==> config.mk <==
export PLATFORM = sky130hd
export DESIGN_NAME = tile_pixel_serializer
export DESIGN_NICKNAME = d
export VERILOG_FILES = /design/src/rtl/tile_pixel_serializer_pkg.sv /design/src/rtl/tile_pixel_serializer_pixel_shift_serializer.sv /design/src/rtl/tile_pixel_serializer.sv
export SDC_FILE = /design/constraint.sdc
export NUM_CORES = 1
export LEC_CHECK = 0
export BUFFER_PORTS_ARGS = -buffer_cell sky130_fd_sc_hd__buf_2
export CAP_MARGIN = 5
export CORE_UTILIZATION = 50
export CTS_CLUSTER_SIZE = 20
export DETAILED_ROUTE_END_ITERATION = 8
export PLACE_DENSITY = 0.78
export SLEW_MARGIN = 20
export SYNTH_ARGS = -nofsm -noshare
export SYNTH_HDL_FRONTEND = slang
export SYNTH_SLANG_ARGS = --single-unit
==> constraint.sdc <==
create_clock -name clk_i -period 2.2 [get_ports clk_i]
set_clock_uncertainty 0.05 [all_clocks]
set_input_delay 0.33 -clock clk_i [delete_from_list [all_inputs] [get_ports clk_i]]
set_output_delay 0.33 -clock clk_i [all_outputs]
set_load 0.01 [all_outputs]
==> src/rtl/tile_pixel_serializer_pkg.sv <==
// Shared constants and helpers for the tile pixel serializer.
// It holds the default widths, the tile geometry, and a small predicate
// on the pixel counter.
package tile_pixel_serializer_pkg;

  // Default parameter values of the top-level block.
  localparam int TILE_TYPE_WIDTH_DEF = 7;
  localparam int ROM_ADDR_WIDTH_DEF  = 12;
  localparam int ROM_DATA_WIDTH_DEF  = 96;
  localparam int SELECT_SIZE_DEF     = 3;

  // Tile geometry: 32 pixels per row, so a row index needs 5 bits.
  localparam int PIXELS_PER_ROW = 32;
  localparam int TILE_ROW_BITS  = 5;

  // Index of the final pixel in a row word.
  localparam logic [TILE_ROW_BITS-1:0] LAST_PIXEL = TILE_ROW_BITS'(PIXELS_PER_ROW - 1);

  // True when the pixel counter points at the final pixel of the word.
  function automatic logic is_last_pixel(input logic [TILE_ROW_BITS-1:0] cnt);
    return (cnt == LAST_PIXEL);
  endfunction

endpackage

==> src/rtl/tile_pixel_serializer_pixel_shift_serializer.sv <==
// Row-word serializer. It loads one ROM row word and then emits it one
// pixel per clock, most significant pixel first. It asks for the next word
// while it shows the last pixel, so that consecutive words stream without
// a gap.
module pixel_shift_serializer
  import tile_pixel_serializer_pkg::*;
#(
  parameter int DATA_WIDTH  = ROM_DATA_WIDTH_DEF,
  parameter int SELECT_SIZE = SELECT_SIZE_DEF
) (
  input  logic                   clk_i,
  input  logic                   rst_i,
  input  logic [DATA_WIDTH-1:0]  rom_data_i,
  output logic                   ready_read_o,
  output logic [SELECT_SIZE-1:0] serial_data_o,
  output logic                   pixel_valid_o
);

  logic [DATA_WIDTH-1:0]    r_shift;
  logic [TILE_ROW_BITS-1:0] r_cnt;
  logic                     r_loaded;
  logic [SELECT_SIZE-1:0]   r_serial;
  logic                     r_valid;
  logic                     w_ready;

  // Load request: the register is empty, or its last pixel is on the output.
  always_comb begin
    w_ready = 1'b0;
    if (!r_loaded) begin
      w_ready = 1'b1;
    end else if (is_last_pixel(r_cnt)) begin
      w_ready = 1'b1;
    end else begin
      w_ready = 1'b0;
    end
  end

  // Shift register, pixel counter, loaded flag and the registered outputs.
  // The counter returns to zero only through a load.
  always_ff @(posedge clk_i or negedge rst_i) begin
    if (!rst_i) begin
      r_shift  <= '0;
      r_cnt    <= '0;
      r_loaded <= 1'b0;
      r_serial <= '0;
      r_valid  <= 1'b0;
    end else if (w_ready) begin
      // Pixel 0 goes straight to the output; the rest stays queued.
      r_shift  <= rom_data_i << SELECT_SIZE;
      r_serial <= rom_data_i[DATA_WIDTH-1 -: SELECT_SIZE];
      r_cnt    <= '0;
      r_loaded <= 1'b1;
      r_valid  <= 1'b1;
    end else begin
      r_serial <= r_shift[DATA_WIDTH-1 -: SELECT_SIZE];
      r_shift  <= r_shift << SELECT_SIZE;
      r_cnt    <= r_cnt + 5'd1;
      r_loaded <= r_loaded;
      r_valid  <= r_valid;
    end
  end

  assign ready_read_o  = w_ready;
  assign serial_data_o = r_serial;
  assign pixel_valid_o = r_valid;

endmodule

==> src/rtl/tile_pixel_serializer.sv <==
// Tile pixel serializer top level. It forms the pixel-ROM address from the
// tile code and the row within the tile. A sub-module turns the returned
// row word into a pixel stream.
module tile_pixel_serializer
  import tile_pixel_serializer_pkg::*;
#(
  parameter int TILE_TYPE_WIDTH = TILE_TYPE_WIDTH_DEF,
  parameter int ROM_ADDR_WIDTH  = ROM_ADDR_WIDTH_DEF,   // must be TILE_TYPE_WIDTH + 5
  parameter int ROM_DATA_WIDTH  = ROM_DATA_WIDTH_DEF,   // must be 32 * SELECT_SIZE
  parameter int SELECT_SIZE     = SELECT_SIZE_DEF
) (
  input  logic                       clk_i,
  input  logic                       rst_i,
  input  logic [TILE_TYPE_WIDTH-1:0] tile_type_i,
  input  logic [TILE_ROW_BITS-1:0]   v_cntr_mod32_i,
  input  logic [ROM_DATA_WIDTH-1:0]  rom_data_i,
  output logic [ROM_ADDR_WIDTH-1:0]  pixel_addr_o,
  output logic                       ready_read_o,
  output logic [SELECT_SIZE-1:0]     serial_data_o,
  output logic                       pixel_valid_o
);

  logic [ROM_ADDR_WIDTH-1:0] w_pixel_addr;

  // ROM address = tile_type * 32 + row. It is held at zero while in reset.
  always_comb begin
    w_pixel_addr = '0;
    if (!rst_i) begin
      w_pixel_addr = '0;
    end else begin
      w_pixel_addr = ROM_ADDR_WIDTH'({tile_type_i, v_cntr_mod32_i});
    end
  end

  assign pixel_addr_o = w_pixel_addr;

  pixel_shift_serializer #(
    .DATA_WIDTH  (ROM_DATA_WIDTH),
    .SELECT_SIZE (SELECT_SIZE)
  ) u_pixel_shift_serializer (
    .clk_i         (clk_i),
    .rst_i         (rst_i),
    .rom_data_i    (rom_data_i),
    .ready_read_o  (ready_read_o),
    .serial_data_o (serial_data_o),
    .pixel_valid_o (pixel_valid_o)
  );

endmodule

==> impl_metrics.yaml, run 1 <==
run_status:
  outcome: "complete, no violations"
power_and_ir_drop:
  p_leak_nw: 2.55
  ir_worst_vdd_v: 0.000393
  powerDensity_nw_per_um2: 737
timing:
  min_period_over_period_pct: 96.1
  drv_slew: 0
  timing.fmax_mhz: 473
  fin_tns_setup_ns: 0
  hold_viol: 0
  tightest_slew_ns: 0.655
  maxSlewHeadroom_pct: 56.4
  setup_violations: 0
  fin_crit_ns: 2.12
clock_network:
  clock_latency_ns: 0.35
  ctsLongestPathBuffers: 2
  cts_buffers: 9
  cts_tree: "built"
  cts_num_sinks: 102
  clock_tree.root_cell: "clkbuf_8"
  cts.clk_slew.worst_paths_ns: 0.09
  htreeDepth: 3
global_route:
  grt_pass1_wl_um: 11400
  grt_pass1_vias: 2471
  grt_usage_pct: 17.7
  gr-total-overflow: 0
  grt_max_degree: 54
  grt_antenna_before_repair: 0
route:
  vias: 2310
  drt_pre_antenna_iters: 4
  drt_wl_total_um: 6920
  viasPerCell: 4.76
  wl_per_cell_um: 14.3
  route.detailed.drc: 0
  ant_nets: 0
  drt-initial-drc-count: 42
layout:
  nets: 490
  stdcell_count: 485
  drive_gt1_share_pct: 66.3
  area_growth_pct: 24.7
  diodes: 0
worst_hold_path:
  holdCritPathClass: "input pin to flip-flop"
  hp-start: "rom_data_i[0]"
worst_setup_path:
  cp_common_cell: "ha_2"
  cp-end-kind: "output pin"
  r2r_slack_ns: 0.10
  path_cells: "ha_2 -> and3_1 -> ha_2 -> nor2b_4 -> buf_12 -> inv_2 -> buf_2"
  crit_arrival_ns: 1.74
  slowest_delay_ns: 0.39
  r2r_start: "u_pixel_shift_serializer.r_cnt[0]"
  critPathMaxFanout: 6
  critPathLaunchType: "flip-flop"
  cp_slowest_cell: "dfrtp_1"
  crit_type: "flip-flop to output pin"
  startpoint: "u_pixel_shift_serializer.r_cnt[0]"
  critPathTopFamily: "flip-flops"
  crit_buf_inv: 3
  crit_required_ns: 1.82
synthesis:
  yosys_warnings: 0
  ys_ff_latch: 102
  yosysUniqueCellTypes: 20
  synth_area_per_cell_um2: 17.2
  ys_seq_area_share_pct: 62.4
  synth_cells: 237
  synth_area_um2: 4090
  synth_fp_nets: 349
placed_design:
  dp_hpwl_um: 4780
  gp_congestion: 0.728
  port_buffers: 126
  dp_cells: 462
run:
  maxCapViolations: 0
floorplanning:
  fp.dieH_um: 92.4
  dieArea_um2: 8540
  core_area_um2: 7810
  io_pins: 127
  fp-row-count: 32
  initial_core_util_pct: 52.4
  dieWidth_um: 92.4
==> routing by layer <==
metal  wire length (um)  share of wire, %  GRT usage [%]  up-vias
met5                  0                 0              0        -
met4                114               1.6           7.81        0
met3                554               8.0           4.93        8
met2               3240                47           28.1       92
met1               3010                44           22.7     1121
li1                   -                 -              -     1089
==> through the flow <==
stage	total power, mW	instance area [um2]	hold slack, ns	worst slack (ns)	utilization (%)
CTS	3.81	5080	0.116	0.0253	65.0
global placement	2.60	4840	0.146	0.162	61.9
detailed placement	2.62	4840	0.155	0.119	61.9
floorplan	2.42	4090	-0.0156	0.248	-
finish	3.76	5100	0.133	0.0849	65.3
global route	3.94	5100	0.122	-0.00290	65.3
==> power by group <==
part | leakage (nW) | internal (mW) | switching (mW)
clock network | 0.106 | 0.584 | 0.585
logic | 1.24 | 0.312 | 0.175
registers | 1.21 | 2.05 | 0.0532
==> layout make-up <==
type	count	area, um2
multi-input combinational	122	1390
clock buffer	12	155
clock inverter	4	45.0
timing repair buffer	142	818
fill	606	2710
inverter	1	3.75
sequential	102	2550
tap	102	128
==> cells by family after synthesis <==
family                     share of synthesized area, %
DFF                                                62.4
other                                            0.0917
buffers and inverters                              3.58
muxes                                              29.3
xor gates and xnor gates                          0.214
adders and majority gates                         0.612
and+or+nand+nor                                    3.80
==> cell usage after synthesis, drive strengths merged <==
library cell | instances | share of area [%]
nand3b | 1 | 0.18
ha | 2 | 0.61
conb | 1 | 0.092
inv | 1 | 0.092
xnor2 | 1 | 0.21
mux2 | 93 | 29
mux2i | 1 | 0.24
nor2 | 2 | 0.18
and2 | 17 | 2.6
and3 | 1 | 0.15
clkbuf | 1 | 0.092
nor2b | 1 | 0.34
buf | 11 | 3.4
dfrtp | 102 | 62
nand3 | 1 | 0.12
or3b | 1 | 0.21
==> worst paths after layout <==
| check | end | depth (start not counted) |
|---|---|---|
| max | ready_read_o | 7 |
| min | u_pixel_shift_serializer.r_shift[3] | 2 |
| max reg2reg | u_pixel_shift_serializer.r_shift[66] | 8 |
| min reg2reg | u_pixel_shift_serializer.r_shift[95] | 1 |
| max in group asynchronous | u_pixel_shift_serializer.r_shift[86] | 3 |
| min in group asynchronous | u_pixel_shift_serializer.r_shift[36] | 2 |
==> flip-flops by register name (all words and copies together), names as in the netlist <==
signal	cells
u_pixel_shift_serializer.r_cnt	5
u_pixel_shift_serializer.r_loaded	1
u_pixel_shift_serializer.serial_data_o	3
u_pixel_shift_serializer.r_shift	93
==> layout by cell type (no fill, tap or decap), drive strengths merged <==
cell	count
nor2	2
and2	17
xnor2	1
or3b	1
buf	141
mux2	93
dfrtp	102
clkinv	3
conb	1
mux2i	1
ha	2
clkbuf	12
and3	1
nand3	1
nor2b	1
dlygate4sd3	1
inv	1
bufinv	1
nand3b	1
==> repair_timing <==
item	CTS	global route
pin swaps	0	0
resized for setup	1	1
endpoints found under the hold margin	6	0
endpoints found under the setup margin	1	21
setup buffers	4	2
hold buffers	1	0
No activity file was read; power rests on OpenSTA's default activity.
==> run 2, diff against run 1 <==
- ABC_AREA: default -> 1
- BUFFER_PORTS_ARGS: -buffer_cell sky130_fd_sc_hd__buf_2 -> default
- DONT_BUFFER_PORTS: default -> 1
- PLACE_DENSITY: 0.78 -> default
==> run 2 against run 1 <==
The run now ends with hold timing left. Wire length rose by 1.7%. Global-route usage rose by 0.84 points. Via count rose by 13%. Sequential share of layout area rose by 9.8 points. Synthesized cell count rose by 92%. Setup slack improved by 0.043 ns. Non-clock buffer count fell by 133. Synthesized area fell by 4.4%. Die area fell by 4.3%. Worst hold slack got worse by 0.52 ns. Critical path depth did not move. Largest power group unchanged.
==> impl_metrics.yaml, run 2 <==
run_status:
  outcome: "finished with violations"
  violations: "hold timing"
synthesis:
  synth_area_per_cell_um2: 8.61
  ys_ff_latch: 102
  synth_top_cell_area_share_pct: 65.3
  synth_area_um2: 3910
  yosysUniqueCellTypes: 11
  yosysTopAreaCell: "dfrtp_1"
  synth_most_common_cell: "nand2_1"
  async_flop_share_pct: 100
  synth_edf_count: 0
  ys_top_cells_by_count: "295 x nand2_1, 102 x dfrtp_1, 19 x inv_1, 14 x clkbuf_1, 11 x nor2_1"
  synth_cells: 454
  ys.flop_type: "dfrtp_1"
  yosys_warnings: 0
  synth_fp_nets: 566
  synth.area.top_cells: "dfrtp_1 65%, nand2_1 28%, inv_1 1.8%, clkbuf_1 1.3%, nor2_1 1.1%"
  ys_seq_area_share_pct: 65.3
route:
  ant_nets: 0
  viasPerCell: 4.68
  wl_per_cell_um: 12.6
  vias: 2608
  route.detailed.drc: 0
  drt_wl_total_um: 7040
  drt-initial-drc-count: 91
  drt_pre_antenna_iters: 4
layout:
  drive_gt1_share_pct: 5.46
  largest-register: "u_pixel_shift_serializer.r_shift"
  utilization_pct: 57.6
  largest_register_ffs: 93
  area_growth_pct: 9.09
  diodes: 0
  final_cell_mix: "295 x nand2_1, 102 x dfrtp_1, 19 x inv_1"
  nets: 565
  final_common_cell: "nand2_1"
global_route:
  grt_antenna_before_repair: 0
  grt_use_met2_pct: 29.5
  grt.met1_usage_pct: 24.3
  grt_usage_pct: 18.5
  gr-total-overflow: 0
  grt_use_met3_pct: 5.64
  grt_max_degree: 115
  grt_pass1_vias: 2630
  grt_pass1_wl_um: 12000
  top_usage_layer: "met2"
worst_setup_path:
  r2r-end: "u_pixel_shift_serializer.r_shift[79]"
  critPathMaxFanout: 22
  crit_required_ns: 1.82
  r2r_start: "u_pixel_shift_serializer.r_cnt[0]"
  critPathLaunchType: "flip-flop"
  crit_arrival_ns: 1.69
  startpoint: "u_pixel_shift_serializer.r_cnt[0]"
  rr_worst_depth: 9
  cp_slowest_cell: "dfrtp_1"
  slowest_delay_ns: 0.41
  cp-end-kind: "output pin"
  r2r_slack_ns: 0.30
  crit_type: "flip-flop to output pin"
  cp_common_cell: "ha_1"
  path_cells: "ha_1 -> nand2_1 -> nor2_1 -> ha_1 -> nor2_4 -> inv_4 -> buf_12"
floorplanning:
  io_pins: 127
  dieArea_um2: 8170
  fp.dieH_um: 90.4
  core_area_um2: 7410
  fp-row-count: 31
  initial_core_util_pct: 52.8
  dieWidth_um: 90.4
timing:
  rsz0062_at_grt: "no"
  drv_slew: 0
  fin_tns_setup_ns: 0
  min_period_over_period_pct: 94.2
  timing.fmax_mhz: 483
  setup_violations: 0
  hold_viol: 102
  timing.final.ws_setup_ns: 0.128
  hold_ws_ns: -0.384
  fin_crit_ns: 2.07
clock_network:
  clock_tree.root_cell: "clkbuf_8"
  cts_buffers: 9
  htreeDepth: 3
  cts_tree: "built"
  cts_num_sinks: 102
  ctsLongestPathBuffers: 2
  cts.clk_slew.worst_paths_ns: 0.09
  clock_latency_ns: 0.35
run:
  maxCapViolations: 0
placed_design:
  gp_congestion: 0.720
  post-place-ws_ns: 0.368
  dp_hpwl_um: 4550
  port_buffers: 0
power_and_ir_drop:
  p_leak_nw: 2.43
  powerDensity_nw_per_um2: 856
  ir_worst_vdd_v: 0.000422
  power.total_mw: 3.65
worst_hold_path:
  holdCritPathClass: "input pin to async pin"
run 2: power by group:
| part | switching, mW | internal [mW] | leakage (nW) |
|---|---|---|---|
| clock | 0.589 | 0.733 | 0.120 |
| combinational | 0.156 | 0.0925 | 1.06 |
| sequential | 0.0488 | 2.03 | 1.25 |
run 2: logic make-up (layout without fill, tap and decap cells):
family | after synthesis | in the layout | synth area share (%)
other | 1 | 1 | 0.0959
flip-flops | 102 | 102 | 65.3
buffers and inverters | 41 | 45 | 4.16
AND/OR/NAND/NOR | 308 | 308 | 29.8
adder cells (fa/ha/maj) | 2 | 2 | 0.640
run 2: metrics by stage:
| stage | instances | hold slack (ns) | cell area [um2] |
|---|---|---|---|
| after floorplan | 454 | -0.0156 | 3910 |
| after global placement | 538 | -0.0130 | 3990 |
| after detailed placement | 538 | -0.0135 | 3990 |
| after CTS | 554 | -0.407 | 4220 |
| after global routing | 557 | -0.416 | 4260 |
| final | 557 | -0.384 | 4260 |
run 2: final cells by class:
cell class / count / area [um2]
clock buffers: 13 / 169
clock inverters: 3 / 65.1
fillers: 685 / 3140
inverters: 20 / 77.6
multi-input cells: 311 / 1190
flip-flops and latches: 102 / 2550
well taps: 99 / 124
repair buffers: 9 / 82.6
run 2: worst max-delay path by stage:
stage	end	slack [ns]	cells after the start
after detailed placement	u_pixel_shift_serializer.r_shift[45]	0.37	9
after CTS	ready_read_o	0.002	7
after global routing	ready_read_o	0.0001	7
final	ready_read_o	0.13	7
after floorplan	u_pixel_shift_serializer.r_shift[59]	0.47	10
after global placement	u_pixel_shift_serializer.r_shift[60]	0.44	9
run 2: repair_timing:
action | CTS | global route
resized for setup | 0 | 4
hold endpoints to repair | 102 | 103
buffers inserted | 0 | 2
endpoints found under the setup margin | 0 | 1
run 2: worst max-delay path: cells and delay by family (launching register included):
family,cells,cell delay (ns)
and+or+nand+nor,3,0.28
adders and majority gates,2,0.42
DFF,1,0.41
buffers and inverters,2,0.24
run 2: routing by layer:
layer | up-vias | wire [um] | share of wire, %
li1 | 1323 | - | -
met1 | 1205 | 3220 | 46
met2 | 71 | 3280 | 47
met3 | 9 | 430 | 6.1
met4 | 0 | 106 | 1.5
met5 | - | 0 | 0
==> run 3, diff against run 2 <==
==> constraint.sdc (replaced) <==
create_clock -name clk_i -period 2.2 [get_ports clk_i]
set_clock_uncertainty 0.05 [all_clocks]
set_input_delay 0.22 -clock clk_i [delete_from_list [all_inputs] [get_ports clk_i]]
set_output_delay 0.22 -clock clk_i [all_outputs]
set_load 0.01 [all_outputs]
==> run 3 against run 2 <==
The run still ends with hold timing left. Global-route usage rose by 3.2 points. Final area rose by 21%. Power fell by 2.5%. First-iteration DRC count rose by 77%. Die area did not move. Wire length rose by 15%. Clock power fell by 18%. Core utilization rose by 12 points. Count of clock-buffer cells in the layout fell by 2. Combinational power rose by 59%.
==> impl_metrics.yaml, run 3 (synthesis results as in run 2) <==
clock_network:
  cts_buffers: 9
  ctsLongestPathBuffers: 2
  cts-hold-fix-buffers: 96
  cts_tree: "built"
  clock_latency_ns: 0.35
  cts.clk_slew.worst_paths_ns: 0.09
  clock_tree.root_cell: "clkbuf_8"
  cts_num_sinks: 102
  htreeDepth: 3
run_status:
  outcome: "finished with violations"
  violations: "hold timing"
worst_setup_path:
  r2r-end: "u_pixel_shift_serializer.r_shift[48]"
  crit_required_ns: 1.93
  path_cells: "ha_1 -> nand2_1 -> nor2_1 -> ha_1 -> nor2_4 -> inv_6 -> buf_12"
  rr_worst_depth: 9
  cp.depth: 7
  crit_arrival_ns: 1.78
  critPathLaunchType: "flip-flop"
  r2r_start: "u_pixel_shift_serializer.r_cnt[0]"
  cp_common_cell: "ha_1"
  crit_end: "ready_read_o"
  r2r_slack_ns: 0.38
  cp-end-kind: "output pin"
  critPathTopFamily: "adder cells"
  startpoint: "u_pixel_shift_serializer.r_cnt[0]"
  crit_type: "flip-flop to output pin"
  cp_slowest_cell: "dfrtp_1"
  crit_buf_inv: 2
  critPathMaxFanout: 28
  slowest_delay_ns: 0.41
placed_design:
  post-place-ws_ns: 0.346
  gp_congestion: 0.704
  port_buffers: 0
  dp_hpwl_um: 4340
  dp_cells: 537
  place_area_um2: 4010
route:
  viasPerCell: 4.67
  route.detailed.drc: 0
  drt_pre_antenna_iters: 6
  wl_per_cell_um: 12.4
  drt-initial-drc-count: 161
  drt_wl_total_um: 8060
  ant_nets: 0
  vias: 3034
timing:
  fin_tns_setup_ns: 0
  timing.fmax_mhz: 488
  hold_viol: 102
  rsz0062_at_grt: "no"
  hold_ws_ns: -0.498
  drv_slew: 0
  min_period_over_period_pct: 93.1
  fin_crit_ns: 2.05
  timing.final.ws_setup_ns: 0.151
  setup_violations: 0
floorplanning:
  dieArea_um2: 8170
  core_area_um2: 7410
  fp.dieH_um: 90.4
  io_pins: 127
  initial_core_util_pct: 52.8
  fp-row-count: 31
  dieWidth_um: 90.4
layout:
  n_fill_cell: 565
  multi_input_area_um2: 1190
  nets: 658
  drive_gt1_share_pct: 4.36
  final_common_cell: "nand2_1"
  stdcell_count: 650
  stdcell_area_um2: 5170
  register_area_um2: 2550
  largest-register: "u_pixel_shift_serializer.r_shift"
  utilization_pct: 69.7
  final_cell_mix: "295 x nand2_1, 102 x dfrtp_1, 96 x dlygate4sd3_1"
  diodes: 0
  area_growth_pct: 32.2
  largest_register_ffs: 93
global_route:
  grt_use_met3_pct: 6.48
  gr-total-overflow: 0
  grt_max_degree: 115
  grt_use_met2_pct: 36.6
  grt_usage_pct: 21.8
  grt_pass1_wl_um: 14100
  grt_pass1_vias: 3084
  grt.met1_usage_pct: 27.6
  top_usage_layer: "met2"
  grt_antenna_before_repair: 0
power_and_ir_drop:
  power.total_mw: 3.56
  powerDensity_nw_per_um2: 689
  ir_worst_vdd_v: 0.000508
  p_leak_nw: 2.79
worst_hold_path:
  holdCritPathClass: "input pin to async pin"
run:
  maxCapViolations: 0
[run 3: changes by cell type in the layout (fill, tap and decap cells not counted), sizes merged]
cell	delta
clkinv	+2
buf	-2
bufinv	-2
clkinvlp	+2
clkbuf	-2
dlygate4sd3	+95
[run 3: where the power goes]
group	switching (mW)	internal, mW
clock network	0.611	0.471
logic	0.191	0.204
registers	0.0511	2.03
total	0.853	2.71
[run 3: final cells by class]
class                   instances  share of cell area, %
clock buffers                  11                   2.93
inverters                      20                   1.55
clock inverters                 5                  0.654
multi-input cells             311                   23.1
well taps                      99                   2.40
repair buffers                102                   20.0
flip-flops and latches        102                   49.4
[run 3: what timing repair did]
| action | in CTS | in global routing |
|---|---|---|
| endpoints found under the setup margin | 1 | 1 |
| resized for setup | 1 | 1 |
| setup buffers | 0 | 1 |
| pin swaps | 0 | 1 |
| hold endpoints to repair | 198 | 102 |
[run 3: worst min-delay path by stage]
stage	startpoint	end	depth (start not counted)
finish	rst_i	u_pixel_shift_serializer.r_shift[50]	0
global route	rst_i	u_pixel_shift_serializer.r_shift[75]	0
CTS	rst_i	u_pixel_shift_serializer.r_shift[18]	0
detailed placement	rst_i	u_pixel_shift_serializer.r_shift[36]	0
global placement	rst_i	u_pixel_shift_serializer.r_shift[36]	0
floorplan	rst_i	u_pixel_shift_serializer.r_cnt[0]	0
[run 3: layer usage]
layer / vias to the layer above / part of all wire, %
met2: 93 / 50
met4: 0 / 1.2
met5: - / 0
li1: 1512 / -
met3: 9 / 4.9
met1: 1420 / 44
